<file path="config.mk">
export PLATFORM = sky130hd
export DESIGN_NAME = pc_fetch_stage
export DESIGN_NICKNAME = d
export VERILOG_FILES = /design/src/rtl/otter_pkg.sv /design/src/rtl/pc_next_mux.sv /design/src/rtl/pc_fetch_stage.sv
export SDC_FILE = /design/constraint.sdc
export NUM_CORES = 1
export LEC_CHECK = 0
export ABC_AREA = 1
export CORE_AREA = 2 2 141 143
export DETAILED_ROUTE_END_ITERATION = 16
export DIE_AREA = 0 0 143 145
export HOLD_SLACK_MARGIN = 0.12
export MAX_ROUTING_LAYER = met4
export PLACE_DENSITY = 0.74
export SLEW_MARGIN = 20
export SYNTH_ARGS = -nofsm -noshare
export SYNTH_HDL_FRONTEND = slang
export SYNTH_SLANG_ARGS = --single-unit
</file>
<file path="constraint.sdc">
create_clock -name CLK -period 6.53 [get_ports CLK]
set_clock_uncertainty 0.15 [all_clocks]
set_input_delay 1.6325 -clock CLK [delete_from_list [all_inputs] [get_ports CLK]]
set_output_delay 1.6325 -clock CLK [all_outputs]
set_load 0.005 [all_outputs]
</file>
<file path="src/rtl/otter_pkg.sv">
// Shared OTTER definitions used by the fetch stage: next-PC select codes,
// fetch-state encoding, the canonical NOP and the default reset PC.
package otter_pkg;

    typedef enum logic [2:0] {
        PCSRC_PC4    = 3'd0,
        PCSRC_JALR   = 3'd1,
        PCSRC_BRANCH = 3'd2,
        PCSRC_JAL    = 3'd3,
        PCSRC_MTVEC  = 3'd4,
        PCSRC_MEPC   = 3'd5
    } pc_src_t;

    typedef enum logic [1:0] {
        FS_BOOT  = 2'd0,
        FS_RUN   = 2'd1,
        FS_FLUSH = 2'd2
    } fetch_state_t;

    localparam logic [31:0] NOP_INSTR        = 32'h0000_0013;
    localparam logic [31:0] RESET_PC_DEFAULT = 32'h0000_0000;

    function automatic logic is_misaligned(input logic [31:0] addr);
        return (addr[1:0] != 2'b00);
    endfunction

    function automatic logic [31:0] word_align(input logic [31:0] addr);
        return {addr[31:2], 2'b00};
    endfunction

endpackage

</file>
<file path="src/rtl/pc_next_mux.sv">
// Combinational next-PC select for the fetch stage. With FETCH_MISALIGN_TRAP_EN
// a misaligned redirect target is replaced by mtvec and reported.
module pc_next_mux
    import otter_pkg::*;
(
    input  logic [31:0] pc,
    input  logic [2:0]  pc_source,
    input  logic        hold,
    input  logic [31:0] jalr_tgt,
    input  logic [31:0] branch_tgt,
    input  logic [31:0] jal_tgt,
    input  logic [31:0] mtvec,
    input  logic [31:0] mepc,
    output logic [31:0] pc_next,
    output logic        redirect,
    output logic        misalign,
    output logic [31:0] misalign_tgt
);

    logic [31:0] target_s;

    // Decode the redirect source; reserved codes fall through as sequential fetch.
    always_comb begin
        redirect = 1'b1;
        target_s = pc;
        case (pc_source)
            PCSRC_JALR:   target_s = jalr_tgt;
            PCSRC_BRANCH: target_s = branch_tgt;
            PCSRC_JAL:    target_s = jal_tgt;
            PCSRC_MTVEC:  target_s = mtvec;
            PCSRC_MEPC:   target_s = mepc;
            default:      redirect = 1'b0;
        endcase
    end

    // Pick the next fetch address; a redirect always wins over hold.
    always_comb begin
        pc_next      = pc;
        misalign     = 1'b0;
        misalign_tgt = 32'h0000_0000;
        if (redirect) begin
`ifdef FETCH_MISALIGN_TRAP_EN
            if (is_misaligned(target_s)) begin
                pc_next      = word_align(mtvec);
                misalign     = 1'b1;
                misalign_tgt = target_s;
            end else begin
                pc_next = target_s;
            end
`else
            pc_next = word_align(target_s);
`endif
        end else if (hold) begin
            pc_next = pc;
        end else begin
            pc_next = pc + 32'd4;
        end
    end

endmodule

</file>
<file path="src/rtl/pc_fetch_stage.sv">
// OTTER instruction-fetch stage: PC register, synchronous imem interface and IF/ID
// register. Optional misaligned-target trap via macro FETCH_MISALIGN_TRAP_EN.
module pc_fetch_stage
    import otter_pkg::*;
#(
    parameter logic [31:0] RESET_PC = RESET_PC_DEFAULT
) (
    input  logic        CLK,
    input  logic        RST_N,
    input  logic [2:0]  PC_source,
    input  logic [31:0] jalr_tgt,
    input  logic [31:0] branch_tgt,
    input  logic [31:0] jal_tgt,
    input  logic [31:0] mtvec,
    input  logic [31:0] mepc,
    input  logic        stall,
    output logic [31:0] imem_addr,
    output logic        imem_rden,
    input  logic [31:0] imem_data,
    output logic [31:0] ifid_pc,
    output logic [31:0] ifid_pc4,
    output logic [31:0] ifid_ir,
    output logic        ifid_valid,
    output logic        misalign_err,
    output logic [31:0] misalign_addr
);

    fetch_state_t state_r;
    logic [31:0]  pc_r;
    logic [31:0]  ifid_pc_r;
    logic [31:0]  ifid_pc4_r;
    logic [31:0]  ifid_ir_r;
    logic         ifid_valid_r;
    logic         misalign_err_r;
    logic [31:0]  misalign_addr_r;

    logic [31:0]  mux_pc_next_s;
    logic [31:0]  pc_next_s;
    logic         redirect_s;
    logic         misalign_s;
    logic [31:0]  misalign_tgt_s;
    logic         hold_s;
    logic [31:0]  pc_plus4_s;

    // Outside RUN the word at pc is re-read rather than advanced past, so it is
    // captured on the first RUN edge.
    assign hold_s     = stall | (state_r != FS_RUN);
    assign pc_plus4_s = pc_r + 32'd4;

    pc_next_mux u_pc_next_mux (
        .pc           (pc_r),
        .pc_source    (PC_source),
        .hold         (hold_s),
        .jalr_tgt     (jalr_tgt),
        .branch_tgt   (branch_tgt),
        .jal_tgt      (jal_tgt),
        .mtvec        (mtvec),
        .mepc         (mepc),
        .pc_next      (mux_pc_next_s),
        .redirect     (redirect_s),
        .misalign     (misalign_s),
        .misalign_tgt (misalign_tgt_s)
    );

    // Reset forces the fetch address so the first word is ready after release.
    always_comb begin
        if (!RST_N) begin
            pc_next_s = RESET_PC;
        end else begin
            pc_next_s = mux_pc_next_s;
        end
    end

    assign imem_addr = pc_next_s;
    assign imem_rden = ~RST_N | redirect_s | ~stall;

    // PC, fetch state machine, IF/ID register and misalignment report.
    always_ff @(posedge CLK) begin
        if (!RST_N) begin
            pc_r            <= RESET_PC;
            state_r         <= FS_BOOT;
            ifid_pc_r       <= 32'h0000_0000;
            ifid_pc4_r      <= 32'h0000_0000;
            ifid_ir_r       <= NOP_INSTR;
            ifid_valid_r    <= 1'b0;
            misalign_err_r  <= 1'b0;
            misalign_addr_r <= 32'h0000_0000;
        end else begin
            pc_r           <= pc_next_s;
            misalign_err_r <= misalign_s;
            if (misalign_s) begin
                misalign_addr_r <= misalign_tgt_s;
            end
            if (redirect_s) begin
                state_r      <= FS_FLUSH;
                ifid_ir_r    <= NOP_INSTR;
                ifid_valid_r <= 1'b0;
            end else if (!stall) begin
                case (state_r)
                    FS_RUN: begin
                        state_r      <= FS_RUN;
                        ifid_pc_r    <= pc_r;
                        ifid_pc4_r   <= pc_plus4_s;
                        ifid_ir_r    <= imem_data;
                        ifid_valid_r <= 1'b1;
                    end
                    FS_BOOT, FS_FLUSH: begin
                        state_r      <= FS_RUN;
                        ifid_ir_r    <= NOP_INSTR;
                        ifid_valid_r <= 1'b0;
                    end
                    default: begin
                        state_r      <= FS_BOOT;
                        ifid_ir_r    <= NOP_INSTR;
                        ifid_valid_r <= 1'b0;
                    end
                endcase
            end
        end
    end

    assign ifid_pc       = ifid_pc_r;
    assign ifid_pc4      = ifid_pc4_r;
    assign ifid_ir       = ifid_ir_r;
    assign ifid_valid    = ifid_valid_r;
    assign misalign_err  = misalign_err_r;
    assign misalign_addr = misalign_addr_r;

endmodule

</file>
-- Word-level counts from Yosys, hierarchy flattened
Index checks and enable logic that the tools add are counted.
- output and inout bits: 163
- register bits after elaboration: 131
- bitwise operators: 6
- reduce and logical (&&, ||, !) cells: 5
- add/sub/neg operators: 1
- equality and inequality tests: 9
- mux-type cells: 10
- operators with widths (operator ; number):
    $pmux W32 S5 ; 1
    $mux W32 ; 4
    $add A32 B3 Y32 const B ; 1
    $eq A3 B2 Y1 const B ; 2
    $eq A3 B3 Y1 const B ; 2
    $reduce_or A5 Y1 ; 1
    $mux W2 ; 2
    $ne A2 B1 Y1 const B ; 2
    $eq A3 B1 Y1 const B ; 1
    $mux W1 ; 3
    $not A1 Y1 ; 3
    $or A1 B1 Y1 ; 3
    $reduce_and A3 Y1 ; 1
    $reduce_or A3 Y1 ; 1
    $eq A2 B1 Y1 const B ; 1
    $eq A2 B2 Y1 const B ; 1
    $logic_not A2 Y1 ; 1
    $reduce_or A2 Y1 ; 1

-- Logic depth before layout (Yosys ltp)
Gate-level depths: netlist of the first run.
- depth in word-level cells: 5
- gate-level depth with buffers: 12

-- By module
A second synthesis of the first run with hierarchy kept.
- cell total of the unflattened synthesis: 1495
- area, all modules: 9326.4 um^2
- by module, submodules not included (module ; area each (um^2) ; times used ; cells an instance):
    pc_fetch_stage ; 6278.5 ; 1 ; 822
    pc_next_mux ; 3047.9 ; 1 ; 673

-- Worst setup path after synthesis of the first run
OpenSTA, ideal clock, no wires.
- kind: input to output
- start point: input PC_source[0]
- end point: output imem_addr[20]
- path slack: 2069 ps
- data arrival time: 2679 ps
- stages on the path: 10
- required time: 4747 ps
- path through: buf_4 -> inv_1 -> nor2_2 -> buf_2 -> nand2_1 -> nand2_1 -> inv_1 -> a21oi_1 -> nand2_1 -> inv_1
- longest elaborated chain between the ends: 5
- elaborated cells between the ends (all ways): 10
- classes of those cells: eq/ne (5); mux (4); reduce/logical (1)
- ends and longest elaborated chain (what ; line ; text):
    start: declaration ; pc_fetch_stage.sv:10 ; input logic [2:0] PC_source,
    $eq A3 B1 Y1 (tied with other cells) ; pc_next_mux.sv:26 ; case (pc_source)
    $reduce_or A5 Y1 (no line) ; -- ;
    $mux W1 ; pc_next_mux.sv:26 ;
    $mux W32 (*) ; pc_next_mux.sv:41 ; if (redirect) begin
    $mux W32 (*) ; pc_fetch_stage.sv:67 ; if (!RST_N) begin
    end: declaration ; pc_fetch_stage.sv:17 ; output logic [31:0] imem_addr,
Mark *: on every way between the ends. The rest lies on a longest branch, timed or not.

-- Worst setup path in the final report of the first run
- start point: input PC_source[0]
- end point: output imem_addr[3]
The elaborated chain is that of the path after synthesis.

==> flow_summary_export.csv, run 1 <==
group,metric,value,unit
critical_path,cp_data_arrival_time,4.32,ns
run,max-cap-violations,0,
timing,hold_viol_final,0,
critical_path,worstPathMaxFanout,30,
grt,grt-ovfl-total,0,
logic_synthesis,synth_edf_count,0,
routing,routed-via-count,7718,
critical_path,path_buf_inv,3,
grt,grt_max_degree,61,
floorplanning,core,19200,sq um
pwr,ir_worst_vdd,0.105,mV
place,gp_congestion,0.960,
timing,worstMarginPinSlew,0.652,ns
timing,fin_crit,6.11,ns
logic_synthesis,synth_flop_cell,"dfxtp_1",
place,place_area,10100,sq um
clock_tree,clkSinkCount,129,
clock_tree,cts_root_buf,"clkbuf_16",
clock_tree,path_clk_slew,0.06,ns
min_path,hp-start,"ifid_valid$_SDFFE_PP0N_",
timing,setup_viol,0,
finish,mostFrequentLayoutCell,"nand2_1",
pwr,power_leakage,0.00479,uW
finish,final_net_count,1593,
critical_path,slowest_stage,"clkdlybuf4s50_1",
logic_synthesis,syn-cell-area,6860,sq um
finish,syn_to_final_growth,56.7,%
grt,met1_usage,0.307,
logic_synthesis,yosys_warnings,0,
logic_synthesis,synthTopCellsByArea,"dfxtp_1, nand2_1, nor2_1, inv_1, nand3_1",
clock_tree,clk_latency,0.42,ns
floorplanning,die_area,20700,sq um
floorplanning,die_h,145,microns
timing,setup_tns,0,ns
floorplanning,ios,361,
floorplanning,num_rows,51,
logic_synthesis,syn_inst,1089,
critical_path,crit_chain,"clkdlybuf4s50_1 -> nand2_1 -> nand3_2 -> buf_4 -> nand3_1 -> nor3_1 -> nor3_1 -> clkdlybuf4s50_1",
timing,hold_slack,0.295,ns
pwr,p_per_area,202,nW/um^2
grt,antenna_found_initial,1,
finish,final_cells,1673,
grt,gr-usage-all-layers,0.246,
critical_path,crit_type,"input port to output port",
timing,rsz0062_at_grt,"no",
grt,grt_pass1_vias,7404,
logic_synthesis,ys_seq_area_frac,0.377,
timing,drv_slew,0,
critical_path,required,4.75,ns
critical_path,crit_family,"buffers and inverters",
routing,vias_per_cell,4.61,
finish,finish.utilization,0.559,
routing,route.detailed.drc,0,
min_path,min_path_type,"flip-flop to flip-flop",
critical_path,endpoint_kind,"output port",
critical_path,r2r-end,"ifid_pc4[22]$_SDFFE_PN0P_",
logic_synthesis,ys_types,28,
logic_synthesis,synth_top_cell_by_area,"dfxtp_1",
grt,top_usage_layer,"met2",
status,outcome,"complete, no violations",
routing,routed_wl,25.2,mm
logic_synthesis,postSynthAreaPerCell,6.30,sq um
timing,fmax,164,MHz
min_path,min_delay_worst_endpoint,"ifid_valid$_SDFFE_PP0N_",
logic_synthesis,ys_seq_elements,129,
critical_path,cp_num_cells,8,
routing,drt-pass1-iter-count,6,
clock_tree,cts_tree,"built",
critical_path,r2r_slack,4.08,ns
logic_synthesis,ys_async_sr_fraction,0,
timing,min_period_over_period,0.935,
place,io_buffers,317,
clock_tree,hold_buffers,0,
clock_tree,cts_resized,0,
grt,grtUsageMet3,0.0465,
timing,timing.slew.headroom,0.562,
finish,final_cell_mix,"nand2_1, clkdlybuf4s50_1, nor2_1",
floorplanning,initial_utilization,0.357,
clock_tree,clockBufferDepth,2,
clock_tree,htreeDepth,4,
place,hpwl,20.1,mm
routing,wl_per_cell,15.0,microns
finish,drive_gt1_frac,0.0526,
critical_path,critPathMaxStageDelay,0.69,ns
clock_tree,postCtsSetupRepairBufs,0,
min_path,whs_path_depth,2,
critical_path,reg2regPathDepth,9,
clock_tree,cts_buffers,17,
logic_synthesis,yosys.area.top_type_share,0.377,
grt,grt_first_pass_wirelength,38.8,mm
critical_path,timing.rr.start,"state_r[0]$_SDFFE_PP0N_",
routing,drtIter0Drc,435,
grt,grt_use_met2,0.398,
critical_path,startpoint_type,"input port",
routing,ant_nets,0,
finish,design_area,10700,sq um
floorplanning,die_x,143,microns
place,dp_cells,1640,
## metrics by stage
stage,power [uW],setup WS (ns)
5_1_grt,2260,0.290
6_report,2170,0.423
4_1_cts,2180,0.435
2_1_floorplan,1020,2.07
3_3_place_gp,1230,0.465
3_5_place_dp,1230,0.436
## worst max-delay path by stage
stage                      start             to  slack, ns
floorplan           PC_source[0]  imem_addr[20]       2.07
global placement    PC_source[0]   imem_addr[2]       0.47
detailed placement  PC_source[0]   imem_addr[2]       0.44
CTS                 PC_source[0]   imem_addr[2]       0.43
global route        PC_source[0]   imem_addr[2]       0.29
finish              PC_source[0]   imem_addr[3]       0.42
## cells in the mapped netlist (5+ instances only)
cell type and number:
a21oi_1 43, a22oi_1 29, buf_2 28, buf_4 38
clkbuf_1 11, dfxtp_1 129, inv_1 120, inv_2 5
nand2_1 334, nand3_1 58, nand4_1 14, nor2_1 177
nor2_2 7, nor3_1 9, o21ai_0 51, xor2_1 5
## state kept, by name, indices dropped and copies added, names as in the netlist
register,flops
ifid_pc,32
ifid_valid,1
pc_r,32
ifid_ir,32
state_r,2
ifid_pc4,30
## layout make-up
| cell class | instances | area [sq um] |
|---|---|---|
| diodes | 1 | 2.50 |
| clock buffers | 20 | 467 |
| clock inverters | 12 | 133 |
| fillers | 1882 | 8460 |
| inverters | 125 | 469 |
| multi-input cells | 788 | 3460 |
| flip-flops and latches | 129 | 2580 |
| well taps | 265 | 332 |
| repair buffers | 333 | 3300 |
## per-layer routing
metal | share of wire | vias to the layer above | wire (microns)
met1 | 0.44 | 3411 | 11000
met5 | 0 | - | 0
li1 | - | 3960 | -
met3 | 0.064 | 45 | 1610
met2 | 0.47 | 302 | 11800
met4 | 0.027 | 0 | 667
## tightest hold or removal path: stages (launching register included)
cell and delay (ns):
dfxtp_1 0.32, nand2_1 0.05, nand2_1 0.04
## power by group
part	switching, uW	internal, uW
logic	181	198
clock network	358	593
registers	26.7	814
## logic make-up (layout without fill, tap and decap cells)
kind of cell    count (synthesis)  count (layout)  synth area share
compound gates                138             138             0.115
xor+xnor                        5               5           0.00639
fa+ha+maj                       1               1           0.00182
buf+inv                       204             490             0.138
flops                         129             129             0.377
other cells                     1              34          0.000547
simple gates                  611             611             0.362
(Power assumes the default switching activity.)
==> run 2, diff against run 1 <==
--- a/config.mk
+++ b/config.mk
@@ -6,12 +6,13 @@
 export NUM_CORES = 1
 export LEC_CHECK = 0
 export ABC_AREA = 1
+export CAP_MARGIN = 25
 export CORE_AREA = 2 2 141 143
 export DETAILED_ROUTE_END_ITERATION = 16
 export DIE_AREA = 0 0 143 145
 export HOLD_SLACK_MARGIN = 0.12
 export MAX_ROUTING_LAYER = met4
-export PLACE_DENSITY = 0.74
+export PLACE_DENSITY = 0.79
 export SLEW_MARGIN = 20
 export SYNTH_ARGS = -nofsm -noshare
 export SYNTH_HDL_FRONTEND = slang
==> constraint.sdc (replaced) <==
create_clock -name CLK -period 6.53 [get_ports CLK]
set_clock_uncertainty 0.15 [all_clocks]
set_input_delay 1.6325 -clock CLK [delete_from_list [all_inputs] [get_ports CLK]]
set_output_delay 1.6325 -clock CLK [all_outputs]
set_load 0.05 [all_outputs]
==> run 2 against run 1 <==
Register-to-register slack got worse by 0.10 ns. Non-clock buffer count decreased by 2. Maximum frequency increased by 3.2%. Via count increased by 1.6%. Utilization decreased by 0.44 points. Critical path type unchanged. Worst setup slack improved by 0.19 ns. Sequential cell count unchanged. Highest routed layer unchanged. Combinational power increased by 33%.
==> flow_summary_export.csv, run 2 (synthesis gave the netlist of run 1 again) <==
group,metric,value,unit
clock_tree,clkSinkCount,129,
timing,min_period_over_period,0.906,
pwr,ir_worst_vdd,0.167,mV
clock_tree,cts_tree,"built",
timing,hold_viol_final,0,
place,hpwl,20.3,mm
finish,final_cell_mix,"nand2_1, clkdlybuf4s50_1, nor2_1",
critical_path,reg2regPathDepth,7,
routing,drt-pass1-iter-count,6,
timing,timing.slew.headroom,0.409,
finish,final_net_count,1591,
grt,grt-ovfl-total,0,
pwr,p_comb_frac,0.223,
routing,routed-via-count,7844,
pwr,power_leakage,0.00481,uW
critical_path,cp_num_cells,8,
finish,drive_gt1_frac,0.0733,
pwr,p_per_area,212,nW/um^2
critical_path,crit_type,"input port to output port",
finish,syn_to_final_growth,55.4,%
critical_path,path_buf_inv,3,
critical_path,required,4.75,ns
grt,grt_first_pass_wirelength,38.8,mm
clock_tree,cts_resized,0,
routing,vias_per_cell,4.70,
pwr,switching_share,0.315,
clock_tree,path_clk_slew,0.06,ns
clock_tree,cts_root_buf,"clkbuf_16",
clock_tree,postCtsSetupRepairBufs,0,
floorplanning,core,19200,sq um
routing,route.detailed.drc,0,
finish,diodes,0,
floorplanning,initial_utilization,0.357,
place,io_buffers,317,
timing,setup_viol,0,
timing,rsz0062_at_grt,"no",
run,max-cap-violations,0,
finish,fillers,1880,
routing,wl_per_cell,15.2,microns
clock_tree,hold_buffers,0,
critical_path,crit_family,"simple AND/OR/NAND/NOR gates",
place,place_area,10100,sq um
floorplanning,num_rows,51,
critical_path,critPathMaxStageDelay,0.69,ns
pwr,p_switching,712,uW
pwr,clkPwrFrac,0.405,
critical_path,slowest_stage,"nor2_2",
place,gp_congestion,0.925,
timing,drv_slew,0,
timing,fmax,169,MHz
floorplanning,ios,361,
min_path,whs_path_depth,2,
critical_path,cp_data_arrival_time,4.14,ns
grt,gr-usage-all-layers,0.247,
pwr,pwr-share-seq,0.372,
routing,routed_wl,25.4,mm
timing,fin_crit,5.92,ns
timing,setup_tns,0,ns
floorplanning,die_x,143,microns
critical_path,crit_chain,"clkdlybuf4s50_1 -> nor2_2 -> buf_4 -> nand2_1 -> nand2_1 -> nor3_1 -> nor3_1 -> buf_12",
clock_tree,cts_buffers,17,
min_path,min_path_type,"flip-flop to flip-flop",
timing,worstMarginPinSlew,0.885,ns
place,preCtsSetupSlack,0.600,ns
pwr,p_int,1550,uW
timing,fin_ws,0.612,ns
clock_tree,htreeDepth,4,
critical_path,endpoint_kind,"output port",
critical_path,startpoint_type,"input port",
pwr,power,2260,uW
grt,antenna_found_initial,0,
grt,grt_max_degree,56,
critical_path,worstPathMaxFanout,20,
clock_tree,clk_latency,0.41,ns
finish,finish.utilization,0.555,
clock_tree,clockBufferDepth,2,
floorplanning,die_area,20700,sq um
grt,grt_pass1_vias,7248,
routing,drtIter0Drc,487,
floorplanning,die_h,145,microns
finish,mostFrequentLayoutCell,"nand2_1",
finish,design_area,10700,sq um
status,outcome,"complete, no violations",
routing,ant_nets,0,
[run 2: per-stage QoR]
| stage | hold slack, ns | instances |
|---|---|---|
| after floorplan | 0.287 | 1121 |
| after global routing | 0.323 | 1670 |
| final | 0.309 | 1670 |
| after global placement | 0.281 | 1638 |
| after detailed placement | 0.300 | 1638 |
| after CTS | 0.312 | 1670 |
[run 2: tightest hold or removal path, delay by kind of cell, from the launching register on]
kind	cells	cell delay, ns
DFF	1	0.31
and+or+nand+nor	2	0.10
[run 2: area by class of cell]
class | count | area, sq um | share of cell area
clock inverters | 14 | 133 | 0.0124
repair buffers | 331 | 3250 | 0.305
well taps | 265 | 332 | 0.0311
flip-flops and latches | 129 | 2580 | 0.242
clock buffers | 18 | 439 | 0.0412
multi-input cells | 788 | 3460 | 0.324
inverters | 125 | 469 | 0.0440
[run 2: metal layers]
metal / wire length, microns / vias up / global-route usage
met5: 0 / - / -
met3: 1940 / 36 / 0.0389
met1: 10900 / 3505 / 0.313
met2: 11900 / 353 / 0.404
li1: - / 3950 / -
met4: 554 / 0 / 0.0728
[run 2: worst paths after layout]
kind                               to                     from  slack, ns
max                      imem_addr[3]             PC_source[0]       0.61
min           ifid_valid$_SDFFE_PP0N_  ifid_valid$_SDFFE_PP0N_       0.31
max reg2reg  ifid_ir[13]$_SDFFE_PP0N_  state_r[0]$_SDFFE_PP0N_       3.98
min reg2reg   ifid_valid$_SDFFE_PP0N_  ifid_valid$_SDFFE_PP0N_       0.31
[run 2: power by group through the flow]
stage | logic (uW) | clock network [uW] | registers [uW]
3_5_place_dp | 500 | 0 | 857
5_1_grt | 541 | 961 | 844
6_report | 503 | 915 | 841
4_1_cts | 503 | 928 | 840
2_1_floorplan | 271 | 0 | 875
3_3_place_gp | 498 | 0 | 856
==> run 3, diff against run 2 <==
--- a/config.mk
+++ b/config.mk
@@ -8,6 +8,7 @@
 export ABC_AREA = 1
 export CAP_MARGIN = 25
 export CORE_AREA = 2 2 141 143
+export CTS_CLUSTER_DIAMETER = 80
 export DETAILED_ROUTE_END_ITERATION = 16
 export DIE_AREA = 0 0 143 145
 export HOLD_SLACK_MARGIN = 0.12
==> results of run 3 <==
Final layout, timing and power as in run 2 (identical DEF).
